--- config.mk ---
export PLATFORM = sky130hd
export DESIGN_NAME = video_fetch_sched_flat
export DESIGN_NICKNAME = d
export VERILOG_FILES = /design/src/rtl/video_fetch_sched_if.sv /design/src/rtl/video_fetch_sched.sv /design/src/flat_wrapper.sv
export SDC_FILE = /design/constraint.sdc
export NUM_CORES = 1
export LEC_CHECK = 0
export CAP_MARGIN = 20
export CELL_PAD_IN_SITES_DETAIL_PLACEMENT = 1
export CELL_PAD_IN_SITES_GLOBAL_PLACEMENT = 1
export CORE_MARGIN = 2
export CORE_UTILIZATION = 35
export CTS_CLUSTER_DIAMETER = 40
export DETAILED_ROUTE_END_ITERATION = 8
export GPL_TIMING_DRIVEN = 1
export PLACE_DENSITY = 0.9
export SETUP_SLACK_MARGIN = 0.5
export SYNTH_ARGS = -nofsm -noshare
export SYNTH_HDL_FRONTEND = slang
export SYNTH_SLANG_ARGS = --single-unit
export TNS_END_PERCENT = 1
--- constraint.sdc ---
create_clock -name clk -period 5.74 [get_ports clk]
set_input_delay 0.574 -clock clk [delete_from_list [all_inputs] [get_ports clk]]
set_output_delay 0.574 -clock clk [all_outputs]
set_load 0.05 [all_outputs]
--- src/rtl/video_fetch_sched_if.sv ---
// Signal bundle between the sync generators, the DRAM controller and the
// per-line video fetch scheduler.
interface video_fetch_sched_if #(
    parameter int AW = 21
) ();
    logic          cend;
    logic          frame_start;
    logic          vpix;
    logic          line_start;
    logic          fetch_start;
    logic          fetch_end;
    logic          mode_atm_n_pent;
    logic          mode_a_text;
    logic [AW-1:0] vbase;
    logic          video_next;
    logic          err_clr;
    logic          video_go;
    logic [AW-1:0] video_addr;
    logic          line_done;
    logic [6:0]    word_cnt;
    logic [1:0]    err;

    modport slave (
        input  cend, frame_start, vpix, line_start, fetch_start, fetch_end,
        input  mode_atm_n_pent, mode_a_text, vbase, video_next, err_clr,
        output video_go, video_addr, line_done, word_cnt, err
    );

    modport master (
        output cend, frame_start, vpix, line_start, fetch_start, fetch_end,
        output mode_atm_n_pent, mode_a_text, vbase, video_next, err_clr,
        input  video_go, video_addr, line_done, word_cnt, err
    );
endinterface

--- src/rtl/video_fetch_sched.sv ---
// Per-line video DRAM fetch scheduler: raises go for one fetch window per line,
// walks the frame address and counts delivered words against a latched quota.
module video_fetch_sched #(
    parameter int WORDS_PENT = 32,
    parameter int WORDS_ATM  = 80,
    parameter int WORDS_TEXT = 40,
    parameter int AW         = 21
) (
    input  logic                 clk,
    input  logic                 rst_n,
    video_fetch_sched_if.slave   bus
);
    typedef enum logic [1:0] {IDLE, ARMED, FETCH, DONE} state_t;

    localparam logic [6:0] QUOTA_PENT = 7'(WORDS_PENT);
    localparam logic [6:0] QUOTA_ATM  = 7'(WORDS_ATM);
    localparam logic [6:0] QUOTA_TEXT = 7'(WORDS_TEXT);

    state_t        state_q, state_d;
    logic          go_q, go_d;
    logic [AW-1:0] addr_q, addr_d;
    logic [6:0]    cnt_q, cnt_d;
    logic [6:0]    quota_q, quota_d;
    logic          done_q, done_d;
    logic          late_q, late_d;
    logic [1:0]    err_q, err_d;
    logic [1:0]    err_set;
    logic [6:0]    cnt_upd;

    // Inputs arrive already aligned to the video cycle, so cend carries no extra information.
    logic unused_cend;
    assign unused_cend = bus.cend;

    always_ff @(posedge clk or negedge rst_n) begin
        if (!rst_n) begin
            state_q <= IDLE;
            go_q    <= 1'b0;
            addr_q  <= '0;
            cnt_q   <= '0;
            quota_q <= '0;
            done_q  <= 1'b0;
            late_q  <= 1'b0;
            err_q   <= '0;
        end else begin
            state_q <= state_d;
            go_q    <= go_d;
            addr_q  <= addr_d;
            cnt_q   <= cnt_d;
            quota_q <= quota_d;
            done_q  <= done_d;
            late_q  <= late_d;
            err_q   <= err_d;
        end
    end

    always_comb begin
        state_d = state_q;
        go_d    = go_q;
        addr_d  = addr_q;
        cnt_d   = cnt_q;
        quota_d = quota_q;
        done_d  = 1'b0;
        late_d  = 1'b0;
        err_set = 2'b00;
        cnt_upd = cnt_q + 7'(bus.video_next);

        // One trailing word right after a line completes is arbiter latency, not an error.
        if (bus.video_next && (state_q != FETCH)) begin
            if (late_q) begin
                addr_d = addr_q + AW'(1);
                cnt_d  = cnt_q + 7'd1;
            end else begin
                err_set[1] = 1'b1;
            end
        end

        if (bus.frame_start) begin
            state_d = ARMED;
            go_d    = 1'b0;
            addr_d  = bus.vbase;
            cnt_d   = '0;
        end else begin
            case (state_q)
                IDLE: ;
                ARMED: begin
                    if (bus.fetch_start && bus.vpix) begin
                        state_d = FETCH;
                        go_d    = 1'b1;
                        cnt_d   = '0;
                        if (bus.mode_atm_n_pent && bus.mode_a_text)
                            quota_d = QUOTA_TEXT;
                        else if (bus.mode_atm_n_pent)
                            quota_d = QUOTA_ATM;
                        else
                            quota_d = QUOTA_PENT;
                    end
                end
                FETCH: begin
                    if (bus.video_next) begin
                        addr_d = addr_q + AW'(1);
                        cnt_d  = cnt_upd;
                    end
                    if ((cnt_upd == quota_q) || bus.fetch_end) begin
                        state_d = DONE;
                        go_d    = 1'b0;
                        done_d  = 1'b1;
                        late_d  = 1'b1;
                        if (bus.fetch_end && (cnt_upd < quota_q))
                            err_set[0] = 1'b1;
                    end
                end
                DONE: begin
                    if (bus.line_start)
                        state_d = ARMED;
                end
                default: state_d = IDLE;
            endcase
        end

        // A set event on the same clock as a clear must survive.
        err_d = (err_q & ~{2{bus.err_clr}}) | err_set;
    end

    assign bus.video_go   = go_q;
    assign bus.video_addr = addr_q;
    assign bus.line_done  = done_q;
    assign bus.word_cnt   = cnt_q;
    assign bus.err        = err_q;
endmodule

--- src/flat_wrapper.sv ---
// flat-port wrapper written by rule: the top's interface ports become plain ports
module video_fetch_sched_flat 
#(
    parameter int WORDS_PENT = 32,
    parameter int WORDS_ATM  = 80,
    parameter int WORDS_TEXT = 40,
    parameter int AW         = 21
)
  (clk, rst_n, bus_cend, bus_frame_start, bus_vpix, bus_line_start, bus_fetch_start, bus_fetch_end, bus_mode_atm_n_pent, bus_mode_a_text, bus_vbase, bus_video_next, bus_err_clr, bus_video_go, bus_video_addr, bus_line_done, bus_word_cnt, bus_err);
  video_fetch_sched_if #(.AW(AW)) bus_i ();
  input  logic clk;
  input  logic rst_n;
  input wire logic [$bits(bus_i.cend)-1:0] bus_cend;
  input wire logic [$bits(bus_i.frame_start)-1:0] bus_frame_start;
  input wire logic [$bits(bus_i.vpix)-1:0] bus_vpix;
  input wire logic [$bits(bus_i.line_start)-1:0] bus_line_start;
  input wire logic [$bits(bus_i.fetch_start)-1:0] bus_fetch_start;
  input wire logic [$bits(bus_i.fetch_end)-1:0] bus_fetch_end;
  input wire logic [$bits(bus_i.mode_atm_n_pent)-1:0] bus_mode_atm_n_pent;
  input wire logic [$bits(bus_i.mode_a_text)-1:0] bus_mode_a_text;
  input wire logic [$bits(bus_i.vbase)-1:0] bus_vbase;
  input wire logic [$bits(bus_i.video_next)-1:0] bus_video_next;
  input wire logic [$bits(bus_i.err_clr)-1:0] bus_err_clr;
  output wire logic [$bits(bus_i.video_go)-1:0] bus_video_go;
  output wire logic [$bits(bus_i.video_addr)-1:0] bus_video_addr;
  output wire logic [$bits(bus_i.line_done)-1:0] bus_line_done;
  output wire logic [$bits(bus_i.word_cnt)-1:0] bus_word_cnt;
  output wire logic [$bits(bus_i.err)-1:0] bus_err;
  assign bus_i.cend = bus_cend;
  assign bus_i.frame_start = bus_frame_start;
  assign bus_i.vpix = bus_vpix;
  assign bus_i.line_start = bus_line_start;
  assign bus_i.fetch_start = bus_fetch_start;
  assign bus_i.fetch_end = bus_fetch_end;
  assign bus_i.mode_atm_n_pent = bus_mode_atm_n_pent;
  assign bus_i.mode_a_text = bus_mode_a_text;
  assign bus_i.vbase = bus_vbase;
  assign bus_i.video_next = bus_video_next;
  assign bus_i.err_clr = bus_err_clr;
  assign bus_video_go = bus_i.video_go;
  assign bus_video_addr = bus_i.video_addr;
  assign bus_line_done = bus_i.line_done;
  assign bus_word_cnt = bus_i.word_cnt;
  assign bus_err = bus_i.err;
  video_fetch_sched #(.WORDS_PENT(WORDS_PENT), .WORDS_ATM(WORDS_ATM), .WORDS_TEXT(WORDS_TEXT), .AW(AW)) u_core (.clk(clk), .rst_n(rst_n), .bus(bus_i));
endmodule
-- Word level (Yosys, flattened, before mapping)
Cells that the tools add are included.
- logic and storage cells: 64
- flip-flop bits (word level): 41
- bits of input ports: 33
- output and inout port bits: 32
- add/subtract/negate cells: 3
- muxes and demuxes: 31
- bitwise logic cells: 4
- equal/unequal tests: 8
- $lt $le $gt $ge: 1
- reduce and logical (&&, ||, !) cells: 10
- operator list (cell ; count):
    two-way mux 21 bit ; 5
    two-way mux 7 bit ; 7
    adder 21 x 1 -> 21 bit, second input constant ; 1
    one-hot mux 7 bit (2 select lines) ; 1
    two-way mux 1 bit ; 12
    two-way mux 2 bit ; 4
    adder 7 x 1 -> 7 bit ; 1
    adder 7 x 1 -> 7 bit, second input constant ; 1
    == test 7 bit ; 1
    less-than comparator 7 bit ; 1
    != test 3 x 2 -> 1 bit, second input constant ; 2
    one-hot mux 2 bit (3 select lines) ; 1
    AND reduction 3 bit ; 2
    == test 2 bit, second input constant ; 2
    logical AND 1 bit ; 4
    AND reduction 4 bit ; 1
    nonzero test 4 bit ; 1
    != test 3 bit, second input constant ; 1
    nonzero test 3 bit ; 1
    bitwise AND 2 bit ; 1
    == test 2 x 1 -> 1 bit, second input constant ; 1
    != test 2 bit, second input constant ; 1
    inverter 2 bit ; 1
    bitwise OR 2 bit ; 1
    3 further kinds ; 3

-- Depth between registers and ports, before layout
Gate-level depths: netlist of run 1.
- depth after elaboration: 8
- depth in mapped cells: 9
- gate-level depth less buffers: 9

-- Worst setup path after synthesis of run 1
No wires, ideal clock.
- kind: register to register
- start: register u_core.cnt_q[0] (netlist: u_core.bus.word_cnt[0])
- end: register u_core.state_q[1]
- arrival time: 2.729 ns
- buffers on the path: 0
- clock period less this slack: 2.850 ns
- setup time: 0.121 ns
- data required time: 5.619 ns
- cell stages (with the launch flop): 10
- slack: 2.890 ns
- cell sequence: dfrtp_1 -> ha_1 -> nand3_1 -> o21a_1 -> or2_2 -> ha_1 -> and4_1 -> a311oi_1 -> a211oi_1 -> o22a_1
- cells in the longest elaborated chain, start to end: 5
- RTL lines (item ; line ; text):
    start: declaration ; video_fetch_sched.sv:22 ; logic [6:0] cnt_q, cnt_d;
    start signal: assignment ; video_fetch_sched.sv:48 ; cnt_q <= cnt_d;
    adder 7 x 1 -> 7 bit ; video_fetch_sched.sv:65 ; cnt_upd = cnt_q + 7'(bus.video_next);
    == test 7 bit ; video_fetch_sched.sv:103 ; if ((cnt_upd == quota_q) || bus.fetch_end) begin
    logical OR 1 bit ; video_fetch_sched.sv:103 ;
    != test 3 x 2 -> 1 bit (no line) ; - ;
    AND reduction 4 bit (no line) ; - ;
    end signal: assignment ; video_fetch_sched.sv:45 ; state_q <= state_d;
    end: declaration ; video_fetch_sched.sv:19 ; state_t state_q, state_d;
Every way passes these cells.
A chain may end at the register's enable or synchronous reset.

-- Worst setup path after layout of run 1
- start: input port bus_video_next
- end: register u_core.state_q[1]
- cells in the longest elaborated chain, start to end: 5
- RTL lines (item ; line ; text):
    start: declaration ; flat_wrapper.sv:22 ; input wire logic [$bits(bus_i.video_next)-1:0] bus_video_next;
    adder 7 x 1 -> 7 bit ; video_fetch_sched.sv:65 ;
    == test 7 bit ; video_fetch_sched.sv:103 ;
    logical OR 1 bit ; video_fetch_sched.sv:103 ;
    != test 3 x 2 -> 1 bit (no line) ; - ;
    AND reduction 4 bit (no line) ; - ;
Every way passes these cells.

==> run_results.csv, run 1 <==
group,metric,value,unit
critical_path,cp.depth,10,
global_route,grt-ovfl-total,0,
final_layout,utilization,0.4893,
sta,hold_viol,0,
place,placed_area,0.002990,mm2
global_route,grt_max_degree,38,
global_route,grt_pass1_vias,2272,
final_layout,antenna_cells,0,
drt,dr.first_iter.drc_count,119,
clock_tree,cts-resized-gates,0,
clock_tree,h-tree-depth,2,
logic_synthesis,ys.flop_type,"dfrtp_1",
place,place_hpwl,4704,um
clock_tree,cts-root-buf,"clkbuf_8",
critical_path,cpLargestDelayFamily,"compound AO/OA/AOI/OAI gates",
logic_synthesis,synth_edf_count,0,
logic_synthesis,synth_top_area_share,0.4024,
clock_tree,clk_latency,280,ps
sta,fmax,0.2962,GHz
sta,clock_skew,11.22,ps
die,start_util,0.3624,
logic_synthesis,yosysWarnings,0,
drt,first_pass_iters,4,
critical_path,startpoint,"bus_video_next",
logic_synthesis,yosysTopAreaCell,"dfrtp_1",
critical_path,startpoint_type,"input pin",
die,fp.dieArea,0.007239,mm2
clock_tree,cts_tree,"yes",
final_layout,layout-drive-gt1-share,0.06013,
logic_synthesis,ys_seq_elements,37,
final_layout,final_area,0.003107,mm2
place,gp_congestion,0.8407,
global_route,track_usage,0.1825,
run,maxCapViolations,0,
pwr,cellLeakagePower,1.283,nW
logic_synthesis,yosysMostFrequentCell,"dfrtp_1",
critical_path,cpMostUsedCell,"ha_1",
critical_path,crit_required,5910,ps
sta,worstMarginPinSlew,872.2,ps
critical_path,crit_buf_inv,1,
logic_synthesis,synth_cell_type_count,53,
logic_synthesis,synth_seq_area_share,0.4024,
critical_path,worstPathMaxFanout,8,
critical_path,cp-end-kind,"register",
final_layout,num-nets-final,359,
die,rows,29,
logic_synthesis,async_flop_share,1.000,
die,io_pins,65,
logic_synthesis,synth_area_leaders,"dfrtp_1 40%, ha_1 6.0%, o21ai_0 5.2%",
global_route,antenna_found_initial,0,
logic_synthesis,syn-mean-instance-area,9.059,um2
logic_synthesis,syn-num-nets,298,
pwr,peakVddDrop,162.0,uV
critical_path,critPathKind,"input pin to register",
critical_path,arrival,3550,ps
sta,setup_viol_count_final,0,
critical_path,r2r_slack,2930,ps
final_layout,area.growth.synth_to_final,35.02,%
critical_path,crit_slowest_cell,"clkdlybuf4s50_1",
die,dieHeight,85.08,um
place,place.port_buffers,63,
logic_synthesis,syn_area,0.002301,mm2
run_status,status,"finished, final reports clean",
sta,setup_tns,0,ps
sta,rsz0062_at_grt,"no",
pwr,power.density_cell_area,238.3,mW/mm2
die,chipWidth,85.08,um
clock_tree,cts.sinks,37,
clock_tree,clk_path_buf_depth,2,
critical_path,r2r_end,"u_core.state_q[1]",
drt,post-route-drc-count,0,
critical_path,crit-reg2reg-launch,"u_core.bus.word_cnt[0]",
sta,slew_violations,0,
clock_tree,cts.reportedPaths.clkPinSlew,80,ps
sta,fin_crit,3376,ps
logic_synthesis,syn_inst,254,
critical_path,crit_chain,"clkdlybuf4s50_1 -> ha_1 -> nand3_1 -> o21a_1 -> or2_2 -> ha_1 -> and4_1 -> a311oi_1 -> a211oi_1 -> o22a_1",
die,coreArea,0.006350,mm2
drt,vias_per_cell,5.501,
drt,drt-total-wl,6310,um
final_layout,nFillCells,743,
clock_tree,postCtsHoldBufs,0,
global_route,grt_first_pass_wirelength,10750,um
drt,wl_per_cell,16.06,um
critical_path,cpPeakStageDelay,690,ps
clock_tree,cts_setup_buffers,0,
drt,vias,2162,
drt,ant_nets,0,
sta,fin_crit_sh,0.5881,
sta,whs,409.9,ps
clock_tree,numCtsBuffers,5,
critical_path,r2r.worst_path.cells,9,
min_path,hold_class,"input pin to async pin",
logic_synthesis,synthTopCellsByCount,"37 x dfrtp_1, 24 x o21ai_0, 22 x nand2_1, 15 x nor2_1, 12 x nand3_1",
critical_path,crit_end,"u_core.state_q[1]",
sta,slew_headroom,0.4185,
## through the flow
| step | setup slack [ps] | cells | power (mW) |
|---|---|---|---|
| 4_1_cts | 2406 | 393 | 0.7477 |
| 6_report | 2364 | 393 | 0.7404 |
| 3_5_place_dp | 2129 | 385 | 0.5103 |
| 3_3_place_gp | 2249 | 385 | 0.5013 |
| 2_1_floorplan | 2890 | 254 | 0.4267 |
| 5_1_grt | 2152 | 393 | 0.7798 |
## routing by layer
metal,vias up,wire length [um],share of wire,GRT usage
met4,0,54,0.0086,0.03752
met1,1072,2871,0.45,0.2391
met5,-,0,0,0
met3,4,173,0.027,0.02821
li1,1047,-,-,-
met2,39,3211,0.51,0.3196
## cells in the final DEF (no fill, tap or decap), types with 10 or more instances in the layout
cell type / count
clkdlybuf4s50_1: 62
dfrtp_1: 37
o21ai_0: 24
nand2_1: 22
nor2_1: 15
nand3_1: 12
a31oi_1: 11
ha_1: 11
inv_1: 10
xor2_1: 10
## sequential cells by signal, indices dropped and copies added (netlist names), named ones only
| signal | flops |
|---|---|
| u_core.bus.err | 2 |
| u_core.quota_q | 3 |
| u_core.bus.word_cnt | 7 |
| u_core.bus.video_go | 1 |
| u_core.state_q | 2 |
| u_core.bus.line_done | 1 |
| u_core.bus.video_addr | 20 |
## worst register-to-register path, cell delays in order, from the launching register on
cell and delay (ps):
dfrtp_1 460, ha_1 210, nand3_1 140, o21a_1 230, or2_2 290, ha_1 290
and4_1 210, a311oi_1 550, a211oi_1 100, o22a_1 220
## final cells by class
cell class / count / area (um2) / area share
multi-input cells: 196 / 1294 / 0.4164
flip-flops and latches: 37 / 925.9 / 0.2980
repair buffers: 64 / 633.1 / 0.2038
well taps: 77 / 96.34 / 0.03101
clock buffers: 7 / 86.33 / 0.02779
inverters: 11 / 41.29 / 0.01329
clock inverters: 1 / 30.03 / 0.009666
## cell families (layout without fill, tap and decap cells)
| group | Yosys count | after routing | synth area share |
|---|---|---|---|
| simple gates | 99 | 99 | 0.2365 |
| compound gates | 67 | 67 | 0.1909 |
| flops | 37 | 37 | 0.4024 |
| buf+inv | 21 | 83 | 0.03535 |
| xor+xnor | 16 | 16 | 0.06090 |
| fa+ha+maj | 11 | 11 | 0.05981 |
| mux | 3 | 3 | 0.01414 |
## how the worst min path moves through the flow
stage,endpoint,start,cells after the start
floorplan,async pin,rst_n,0
global placement,u_core.quota_q[5],u_core.quota_q[5],1
detailed placement,u_core.quota_q[5],u_core.quota_q[5],1
CTS,u_core.bus.video_addr[10],rst_n,1
global route,u_core.bus.video_addr[13],rst_n,1
finish,u_core.bus.word_cnt[0],rst_n,1
## power by group
part / internal, mW / switching [mW]
clock network: 0.142 / 0.0943
logic: 0.0804 / 0.119
registers: 0.282 / 0.0230
Power figures use the tool's default switching activity.
==> run 2, diff against run 1 <==
--- a/config.mk
+++ b/config.mk
@@ -9,11 +9,11 @@
 export CELL_PAD_IN_SITES_DETAIL_PLACEMENT = 1
 export CELL_PAD_IN_SITES_GLOBAL_PLACEMENT = 1
 export CORE_MARGIN = 2
-export CORE_UTILIZATION = 35
+export CORE_UTILIZATION = 32
 export CTS_CLUSTER_DIAMETER = 40
 export DETAILED_ROUTE_END_ITERATION = 8
 export GPL_TIMING_DRIVEN = 1
-export PLACE_DENSITY = 0.9
+export PLACE_DENSITY = 0.87
 export SETUP_SLACK_MARGIN = 0.5
 export SYNTH_ARGS = -nofsm -noshare
 export SYNTH_HDL_FRONTEND = slang
==> constraint.sdc (replaced) <==
create_clock -name clk -period 3 [get_ports clk]
set_input_delay 0.3 -clock clk [delete_from_list [all_inputs] [get_ports clk]]
set_output_delay 0.3 -clock clk [all_outputs]
set_load 0.05 [all_outputs]
==> run_results.csv, run 2 (same netlist as run 1, synthesis figures left out) <==
group,metric,value,unit
run_status,status,"finished, final reports clean",
final_layout,area.growth.synth_to_final,38.39,%
sta,worstMarginPinSlew,872.8,ps
critical_path,cp-end-kind,"register",
drt,post-route-drc-count,0,
clock_tree,h-tree-depth,2,
die,rows,30,
sta,fmax,0.4133,GHz
min_path,hold_class,"input pin to async pin",
drt,vias,2197,
global_route,grt_first_pass_wirelength,10940,um
global_route,track_usage,0.1791,
final_layout,largest_reg_flops,20,
critical_path,startpoint_type,"register",
die,io_pins,65,
final_layout,layout.cells.non_filler,417,
place,dp_cells,407,
die,start_util,0.3350,
sta,slew_headroom,0.4181,
critical_path,arrival,2590,ps
clock_tree,clk_latency,290,ps
sta,fin_crit,2420,ps
clock_tree,cts.sinks,37,
sta,rsz0062_at_grt,"no",
sta,clock_skew,10.65,ps
drt,dr.first_iter.drc_count,108,
final_layout,layout-drive-gt1-share,0.09969,
critical_path,crit_required,3170,ps
pwr,power.density_cell_area,421.8,mW/mm2
drt,wl_per_cell,15.87,um
global_route,grt_pass1_vias,2262,
drt,first_pass_iters,4,
die,fp.dieArea,0.007885,mm2
clock_tree,numCtsBuffers,5,
place,placed_area,0.003062,mm2
global_route,grt-ovfl-total,0,
drt,ant_nets,0,
critical_path,critPathKind,"register to register",
final_layout,num-nets-final,364,
final_layout,antenna_cells,0,
die,dieHeight,88.80,um
die,chipWidth,88.80,um
run,maxCapViolations,0,
sta,fin_crit_sh,0.8065,
global_route,antenna_found_initial,0,
drt,drt-total-wl,6617,um
place,place_hpwl,4944,um
sta,slew_violations,0,
clock_tree,cts_tree,"yes",
sta,setup_tns,0,ps
pwr,peakVddDrop,188.7,uV
critical_path,worstPathMaxFanout,4,
sta,setup_viol_count_final,0,
sta,hold_viol,0,
global_route,grt_max_degree,38,
die,coreArea,0.006869,mm2
final_layout,utilization,0.4636,
final_layout,final_area,0.003184,mm2
place,post-place-ws,97.46,ps
drt,vias_per_cell,5.269,
clock_tree,cts-root-buf,"clkbuf_8",
final_layout,final_cell_mix,"61 x clkdlybuf4s50_1, 32 x dfrtp_1, 24 x o21ai_0",
final_layout,layout_commonest_cell,"clkdlybuf4s50_1",
place,place.port_buffers,63,
clock_tree,clk_path_buf_depth,2,
place,gp_congestion,0.7808,
clock_tree,cts.reportedPaths.clkPinSlew,80,ps
sta,final.setup.worst_slack,580.4,ps
clock_tree,postCtsHoldBufs,0,
pwr,cellLeakagePower,1.291,nW
run 2: worst paths after layout:
kind	startpoint	to	slack [ps]	cells after the start
max	u_core.bus.word_cnt[0]	u_core.state_q[1]	580	9
min	rst_n	u_core.bus.video_addr[20]	120	1
max reg2reg	u_core.bus.word_cnt[0]	u_core.state_q[1]	580	9
min reg2reg	u_core.bus.err[1]	u_core.bus.err[1]	480	1
max in group asynchronous	rst_n	u_core.bus.word_cnt[4]	2280	1
min in group clk	u_core.bus.err[1]	u_core.bus.err[1]	480	1
run 2: report_power, final:
group	internal, mW	switching (mW)
Combinational	0.159	0.236
Sequential	0.539	0.0447
Clock	0.188	0.177
run 2: routing by layer:
layer	vias to the layer above	share of wire	GRT usage
met5	-	0	0
met4	0	0.0091	0.05785
met3	4	0.038	0.02332
met2	48	0.52	0.3216
met1	1087	0.43	0.2212
li1	1058	-	-
run 2: worst max-delay path, stage by stage (launching register included):
cell and delay [ps]:
dfrtp_2 390, ha_4 140, nand3_2 100, o21a_1 210
or2_2 300, ha_1 310, and4_4 210, a311oi_4 350
a211oi_1 80, o22a_1 200
run 2: final cells by class:
class,instances,area (um2)
tap,96,120.1
timing repair buffer,69,669.4
multi-input combinational,196,1331
fill,794,3685
clock buffer,8,90.09
inverter,11,41.29
sequential,37,932.1
run 2: what timing repair did:
action / 4_1_cts / 5_1_grt
buffers inserted: 2 / 0
endpoints found under the setup margin: 2 / 2
pin swaps: 1 / 1
gates resized for setup: 1 / 3
run 2: through the flow:
stage / total power [mW] / hold WS, ps
after global routing: 1.411 / 194.1
after CTS: 1.349 / 153.0
after floorplan: 0.8177 / 4.409
final: 1.343 / 122.4
after global placement: 0.9653 / 454.3
after detailed placement: 0.9812 / 469.3
==> run 3, diff against run 2 <==
==> constraint.sdc (replaced) <==
create_clock -name clk -period 2.16 [get_ports clk]
set_input_delay 0.216 -clock clk [delete_from_list [all_inputs] [get_ports clk]]
set_output_delay 0.216 -clock clk [all_outputs]
set_load 0.05 [all_outputs]
==> run_results.csv, run 3 (same netlist as run 1, synthesis figures left out) <==
group,metric,value,unit
run_status,status,"complete, but fails checks",
run_status,violations,"negative setup slack",
die,start_util,0.3350,
clock_tree,cts_setup_buffers,0,
sta,hold_viol,0,
sta,slew_headroom,0.4188,
die,coreArea,0.006869,mm2
drt,vias,2262,
global_route,track_usage,0.1934,
critical_path,cpPeakStageDelay,390,ps
global_route,grt_max_degree,38,
final_layout,largest_reg_flops,20,
clock_tree,cts.reportedPaths.clkPinSlew,80,ps
final_layout,antenna_cells,0,
drt,wl_met1,3041,um
clock_tree,clk_path_buf_depth,2,
global_route,grt_pass1_vias,2436,
critical_path,r2r_slack,-50,ps
critical_path,crit-reg2reg-launch,"u_core.bus.word_cnt[0]",
drt,wl_per_cell,17.05,um
critical_path,r2r_end,"u_core.state_q[0]",
sta,slew_violations,0,
global_route,grt_first_pass_wirelength,11830,um
critical_path,cpMostUsedCell,"ha_4",
final_layout,multi_input_area,0.001486,mm2
final_layout,layout_commonest_cell,"dlygate4sd2_1",
min_path,hold_class,"input pin to async pin",
drt,dr.first_iter.drc_count,115,
final_layout,nFillCells,785,
place,place.port_buffers,63,
sta,setup_viol_count_final,2,
drt,drt-total-wl,7229,um
final_layout,area.growth.synth_to_final,47.58,%
pwr,power.density_cell_area,592.4,mW/mm2
clock_tree,cts.sinks,37,
clock_tree,cts_tree,"yes",
critical_path,arrival,2410,ps
clock_tree,clk_latency,300,ps
clock_tree,cts-root-buf,"clkbuf_8",
die,fp.dieArea,0.007885,mm2
critical_path,cpLargestDelayFamily,"compound AO/OA/AOI/OAI gates",
sta,clock_skew,4.664,ps
final_layout,layout-drive-gt1-share,0.1890,
clock_tree,postCtsHoldBufs,0,
drt,wl_met2,3856,um
critical_path,startpoint_type,"register",
drt,post-route-drc-count,0,
global_route,antenna_found_initial,0,
critical_path,worstPathMaxFanout,3,
global_route,grt-ovfl-total,0,
drt,highest_layer,"met4",
sta,fin_crit,2208,ps
sta,whs,30.70,ps
final_layout,final_cell_mix,"32 x dlygate4sd2_1, 31 x dfrtp_1, 29 x clkdlybuf4s50_1",
die,chipWidth,88.80,um
critical_path,startpoint,"u_core.bus.word_cnt[0]",
die,dieHeight,88.80,um
drt,ant_nets,0,
run,maxCapViolations,0,
critical_path,crit_chain,"ha_4 -> nand3_4 -> o21a_1 -> or2_4 -> ha_4 -> and4_4 -> a311oi_4 -> nor3_1 -> o22ai_1",
clock_tree,numCtsBuffers,5,
critical_path,r2r.worst_path.cells,9,
sta,fin_crit_sh,1.022,
sta,final.setup.worst_slack,-47.54,ps
place,place_hpwl,5166,um
sta,rsz0062_at_grt,"yes",
sta,fmax,0.4530,GHz
die,io_pins,65,
drt,dr_wl_met3,238,um
drt,vias_per_cell,5.335,
die,rows,30,
place,gp_congestion,0.7329,
final_layout,num-nets-final,371,
pwr,peakVddDrop,221.3,uV
pwr,cellLeakagePower,1.441,nW
place,post-place-ws,-393.1,ps
critical_path,critPathKind,"register to register",
sta,worstMarginPinSlew,871.8,ps
critical_path,cp-end-kind,"register",
final_layout,seq_area,933.4,um2
critical_path,crit_slowest_cell,"dfrtp_2",
critical_path,crit_required,2360,ps
drt,first_pass_iters,4,
clock_tree,h-tree-depth,2,
critical_path,crit_buf_inv,0,
run 3: final cells by class:
cell class / count / area share
clock inverters: 1 / 0.008843
well taps: 96 / 0.03537
multi-input cells: 196 / 0.4377
clock buffers: 7 / 0.02542
flip-flops and latches: 37 / 0.2749
repair buffers: 76 / 0.2056
inverters: 11 / 0.01216
run 3: power by group:
group	switching (mW)	internal [mW]	leakage, nW
sequential	0.0619	0.748	0.446
clock	0.263	0.377	0.0585
combinational	0.343	0.218	0.937
run 3: routing by layer:
layer / track usage / up-vias
li1: - / 1076
met1: 0.2422 / 1126
met2: 0.3474 / 52
met3: 0.01959 / 8
met4: 0.06198 / 0
met5: 0 / -
run 3: worst max path at each step:
stage	to	slack (ps)	cells after the start
after floorplan	u_core.state_q[1]	-160	9
after global placement	u_core.state_q[1]	-330	10
after detailed placement	u_core.state_q[1]	-390	10
after CTS	u_core.state_q[0]	-20	9
after global routing	u_core.state_q[0]	-140	9
final	u_core.state_q[0]	-50	9
run 3: metrics by stage:
stage / util / instances / power (mW) / setup TNS (ps) / instance area (um2)
CTS: 0.4889 / 424 / 2.018 / -43.15 / 3358
global route: 0.4944 / 424 / 2.098 / -269.6 / 3396
global placement: 0.4607 / 416 / 1.346 / -822.5 / 3164
floorplan: - / 254 / 1.139 / -233.9 / 2371
finish: 0.4944 / 424 / 2.012 / -89.05 / 3396
detailed placement: 0.4607 / 416 / 1.367 / -1117 / 3164
run 3: repair_timing:
action                     CTS  global route
setup endpoints to repair   54            28
pin swaps                   43            43
resized for setup           65            12
